==> config.mk <==
export PLATFORM = sky130hd
export DESIGN_NAME = rr_arbiter8_enc
export DESIGN_NICKNAME = d
export VERILOG_FILES = /design/src/rtl/rr_arbiter8_enc.sv
export SDC_FILE = /design/constraint.sdc
export NUM_CORES = 1
export LEC_CHECK = 0
export ABC_CLOCK_PERIOD_IN_PS = 6550
export CORE_MARGIN = 5
export CORE_UTILIZATION = 55
export DETAILED_ROUTE_END_ITERATION = 8
export GPL_TIMING_DRIVEN = 0
export PLACE_DENSITY_LB_ADDON = 0.3
export SYNTH_ARGS = -nofsm -noshare
export SYNTH_HDL_FRONTEND = slang
export SYNTH_SLANG_ARGS = --single-unit
export TNS_END_PERCENT = 20
==> constraint.sdc <==
create_clock -name clk -period 6.55 [get_ports clk]
set_input_delay 0.655 -clock clk [delete_from_list [all_inputs] [get_ports clk]]
set_output_delay 0.655 -clock clk [all_outputs]
set_load 0.005 [all_outputs]
==> src/rtl/rr_arbiter8_enc.sv <==
// 8-way round-robin arbiter with encoded grant; a grant is held until done, then priority rotates.
// Optional forced release after TIMEOUT_CYC grant cycles when ARB_TIMEOUT_EN is defined.
module rr_arbiter8_enc #(
  parameter int LAST_RESET  = 7,
  parameter int TIMEOUT_CYC = 16
) (
  input  logic       clk,
  input  logic       rst,
  input  logic [7:0] req,
  input  logic       done,
  output logic       gnt_valid,
  output logic [2:0] gnt_idx,
  output logic       timeout
);

  typedef enum logic {IDLE, GRANT} state_t;

  state_t     state_q, state_d;
  logic       gnt_valid_q, gnt_valid_d;
  logic [2:0] gnt_idx_q, gnt_idx_d;
  logic [2:0] last_q, last_d;
  logic [2:0] win;
  logic [2:0] cand;
  logic       hit;

`ifdef ARB_TIMEOUT_EN
  logic [7:0] cnt_q, cnt_d;
  logic       timeout_q, timeout_d;
`endif

  if (LAST_RESET < 0 || LAST_RESET > 7 || TIMEOUT_CYC < 2 || TIMEOUT_CYC > 256) begin : g_bad_cfg
    $error("rr_arbiter8_enc: parameter out of range");
  end

  // Search upward from last+1; the 3-bit wrap makes last itself the final candidate.
  always_comb begin
    win  = last_q;
    cand = last_q;
    hit  = 1'b0;
    for (int k = 1; k <= 8; k++) begin
      cand = last_q + 3'(k);
      if (req[cand] && !hit) begin
        win = cand;
        hit = 1'b1;
      end
    end
  end

  always_comb begin
    state_d     = state_q;
    gnt_valid_d = gnt_valid_q;
    gnt_idx_d   = gnt_idx_q;
    last_d      = last_q;
`ifdef ARB_TIMEOUT_EN
    cnt_d       = cnt_q;
    timeout_d   = 1'b0;
`endif
    case (state_q)
      IDLE: begin
        if (|req) begin
          state_d     = GRANT;
          gnt_valid_d = 1'b1;
          gnt_idx_d   = win;
          last_d      = win;
`ifdef ARB_TIMEOUT_EN
          cnt_d       = 8'd0;
`endif
        end
      end
      GRANT: begin
        if (done) begin
          state_d     = IDLE;
          gnt_valid_d = 1'b0;
        end
`ifdef ARB_TIMEOUT_EN
        else if (cnt_q == 8'(TIMEOUT_CYC - 1)) begin
          state_d     = IDLE;
          gnt_valid_d = 1'b0;
          timeout_d   = 1'b1;
        end else begin
          cnt_d = cnt_q + 8'd1;
        end
`endif
      end
      default: state_d = IDLE;
    endcase
  end

  always_ff @(posedge clk or posedge rst) begin
    if (rst) begin
      state_q     <= IDLE;
      gnt_valid_q <= 1'b0;
      gnt_idx_q   <= 3'd0;
      last_q      <= 3'(LAST_RESET);
`ifdef ARB_TIMEOUT_EN
      cnt_q       <= 8'd0;
      timeout_q   <= 1'b0;
`endif
    end else begin
      state_q     <= state_d;
      gnt_valid_q <= gnt_valid_d;
      gnt_idx_q   <= gnt_idx_d;
      last_q      <= last_d;
`ifdef ARB_TIMEOUT_EN
      cnt_q       <= cnt_d;
      timeout_q   <= timeout_d;
`endif
    end
  end

  assign gnt_valid = gnt_valid_q;
  assign gnt_idx   = gnt_idx_q;
`ifdef ARB_TIMEOUT_EN
  assign timeout   = timeout_q;
`else
  assign timeout   = 1'b0;
`endif

endmodule

==> impl_results.md <==
- Gr usage total: between 10% and 20%
- RSZ-0062 raised after global routing: no
- Initial antenna violation count: 0
- Router iterations before antenna repair: 4
- Post-CTS Setup Inserts: 0
- Slew Limit Fails: 0
- Least-Margin Pin Slew: 510.4 ps
- CP Buf/Inv Count: 3
- Syn nets: 146
- NumNets Final: about 170
- Share of cells above drive strength 1: 22.52%
- Final Hold Viols: 0
- Clk slew on worst S/H paths: 60 ps
- Max-slew headroom: between 60% and 70%
- H-tree depth: 1
- Reg2Reg Capture Point: gnt_idx[0]$_DFFE_PP0P_
- PostCTS Resize Cnt: 0
- Synth cell types: between 40 and 50
- Crit-path max cell delay: 590 ps
- Critical path type: flip-flop to flip-flop
- Crit share post-route: between 50 and 60%
- CP Data Required Time: 6690 ps
- Starting Density: between 50% and 60%
- Critical path, cell by cell: buf_6 -> clkinv_1 -> ha_1 -> buf_4 -> mux2i_1 -> mux4_2 -> a32oi_1 -> a21oi_2 -> a311o_2 -> xnor2_1 -> o21ai_1
- # port buffers: 14
- Crit path launch: last_q[1]$_DFFE_PP1P_
- Gpl congestion: ~0.98
- DIE WIDTH: 58.15 microns
- Worst path top cell family by delay: compound AO/OA/AOI/OAI gates
- Setup violations, final: 0
- Initial DRC Count: 65
- Post-route minimum period: 3443 ps
- Worst Setup EP: gnt_idx[0]$_DFFE_PP0P_
- P_leak: 0.5680 nW
- Final core utilization: between 60% and 70%
- Largest net degree at the start of global routing: 11
- Hold_ws: 485.8 ps
- Post-DP HPWL: 2473 microns
- Drt drc: 0
- Area of the multi-input gates: roughly 1000 sq um
- Core Box Area: 2212 sq um
- Cell Count, Final, Fillers Out: 179
- I/O Pins: 16
- Routed vias/inst: 6.665
- Sequential-to-total area share from yosys stat: roughly 16%
- Clk sink count: 8
- Worst path depth: 11
- Final Skew: 9.154 ps
- Cell Area, Synth: 1275 sq um
- Max Freq: 290.5 MHz
- Mapped Cells: 133
- Final wirelength: around 3200 microns
- Die Ht: 58.15 microns
- Worst vdd ir: 0.0003181 V
- CP max stage cell: dfstp_2
- Main synth FF type: dfrtp_1
- Ant. Diodes: 0
- Root Driver: clkbuf_4
- TritonCTS Buffers: 3
- CTS tree: built
- Outcome: completed
- Number of synthesized flops with an enable pin: 0
- Grt total ovfl: 0
- Mean Syn Cell Area: around 9.6 sq um
- Startpoint types: flip-flop
- Crit path DAT: approximately 3600 ps
- Maximum clock insertion buffer count: 2
- R2R Path Start: last_q[1]$_DFFE_PP1P_
- Power density cells: 606.9 nW/um^2
- Worst r2r path cells: 11
- Hold Crit Class: flip-flop to flip-flop
- WL/cell: 17.68 microns
- Worst-path fanout max: 10
- Max-Cap Viols: 0
- Number of global-route vias before repair: 1117
- Total area of sequential cells: 203.9 sq um
- FFs w/ async S/R, synth: 100.0%
- Cell row count: 17
- FF+latch count, synth: 8
- Via Count: 1193
- DRT antenna net count: 0
- Fillers: 178
- FF-to-FF setup slack: between 3000 and 4000 ps
- Hold Buf Count CTS: 0
- Crit. End Element: flip-flop
- Worst-skew pair later-pin latency: ~260 ps
- First-pass GRT wire length: 5250 microns
- Area grow syn2layout: 15.80%
- TNS Setup: 0 ps
- DP Cell Count: approximately 180
- Synth warnings: 0
- Die Area: 3381 sq um
==> kinds of logic after synthesis <==
logic type,Yosys count,share of synthesized area [%]
other,1,0.2941
flip-flops,8,16.00
XOR/XNOR,4,2.748
AND/OR/NAND/NOR,37,13.84
multiplexers,31,38.96
adder cells (fa/ha/maj),2,1.962
buffers and inverters,14,6.182
AO/OA/AOI/OAI,36,20.02
==> report_power, final <==
| group | switching, mW | total (mW) | internal, mW | leakage [nW] |
|---|---|---|---|---|
| logic | 0.398 | 0.761 | 0.362 | 0.463 |
| clock network | 0.0166 | 0.0399 | 0.0233 | 0.0150 |
| registers | 0.0178 | 0.0956 | 0.0777 | 0.0899 |
==> layer usage <==
layer,global-route usage (%),vias to the layer above,share of wire (%)
met1,27.29,577,45
met5,0,-,0
met4,1.325,0,0.82
met3,4.009,2,5.5
li1,-,562,-
met2,33.87,52,49
==> cells in the final DEF (no fill, tap or decap), types with 4 or more instances in the layout <==
master           synthesis  layout
nor2_1                  11      11
o21ai_0                  5       5
clkdlybuf4s50_1          0      14
mux4_2                   6       6
mux2_2                   7       7
xnor2_1                  4       4
nand2b_1                 4       4
inv_1                    5       5
nand2_1                  8       8
mux2i_1                 10      10
mux4_1                   5       5
nor3_1                   4       4
a21oi_1                  7       7
dfrtp_1                  5       5
==> cells in the mapped netlist, types with 2 or more instances <==
library cell   n  area, sq um
xnor2_1        4        35.03
nor3_1         4        20.02
o211ai_1       2        15.01
a31oi_1        3        18.77
buf_2          2        10.01
nor2_1        11        41.29
buf_4          2        15.01
a221oi_1       2        17.52
o22ai_1        2        12.51
and2_1         2        12.51
nand2b_1       4        25.02
ha_1           2        25.02
mux2i_1       10        100.1
mux4_2         6        135.1
o21ai_0        5        25.02
a21boi_0       2        15.01
o221ai_1       3        26.28
dfrtp_1        5        125.1
mux4_1         5        131.4
mux2_2         7        78.83
inv_1          5        18.77
buf_6          2        22.52
nand3_1        2        10.01
dfstp_2        3        78.83
clkinv_1       2        7.510
a21oi_1        7        35.03
nand2_1        8        30.03
nor4_1         2        12.51
==> worst min path at each step <==
stage / start / to / cells after the start
final: gnt_idx[0]$_DFFE_PP0P_ / gnt_idx[0]$_DFFE_PP0P_ / 2
after global routing: gnt_idx[0]$_DFFE_PP0P_ / gnt_idx[0]$_DFFE_PP0P_ / 2
after CTS: gnt_idx[0]$_DFFE_PP0P_ / gnt_idx[0]$_DFFE_PP0P_ / 2
after detailed placement: gnt_idx[0]$_DFFE_PP0P_ / gnt_idx[0]$_DFFE_PP0P_ / 2
after global placement: gnt_idx[0]$_DFFE_PP0P_ / gnt_idx[0]$_DFFE_PP0P_ / 2
after floorplan: rst / gnt_idx[0]$_DFFE_PP0P_ / 1
==> state kept, by name, indices dropped and copies added (netlist names) <==
register / count
last_q: 3
gnt_valid: 1
gnt_idx: 3
state_q: 1
==> area by class of cell <==
cell class / count / area share [%]
repair buffers: 14 / 9.491
flip-flops and latches: 8 / 13.81
well taps: 28 / 2.373
inverters: 7 / 1.780
plain buffers: 7 / 3.559
multi-input cells: 111 / 67.20
clock buffers: 4 / 1.780
==> through the flow <==
stage                     total power [mW]  setup slack [ps]  cell area [sq um]
after global routing                0.9637              2932               1476
after global placement              0.8158              3269               1450
after CTS                           0.8842              3201               1476
final                               0.8960              3107               1476
after detailed placement            0.8407              3188               1450
after floorplan                     0.6954              3644               1275
==> worst register-to-register path, stage by stage (launching register included) <==
cell and delay (ps):
dfstp_2 590, buf_6 160, clkinv_1 230, ha_1 350, buf_4 180, mux2i_1 160, mux4_2 500, a32oi_1 430
a21oi_2 150, a311o_2 370, xnor2_1 140, o21ai_1 70
Note: power is estimated with default switching activity, not from simulation.
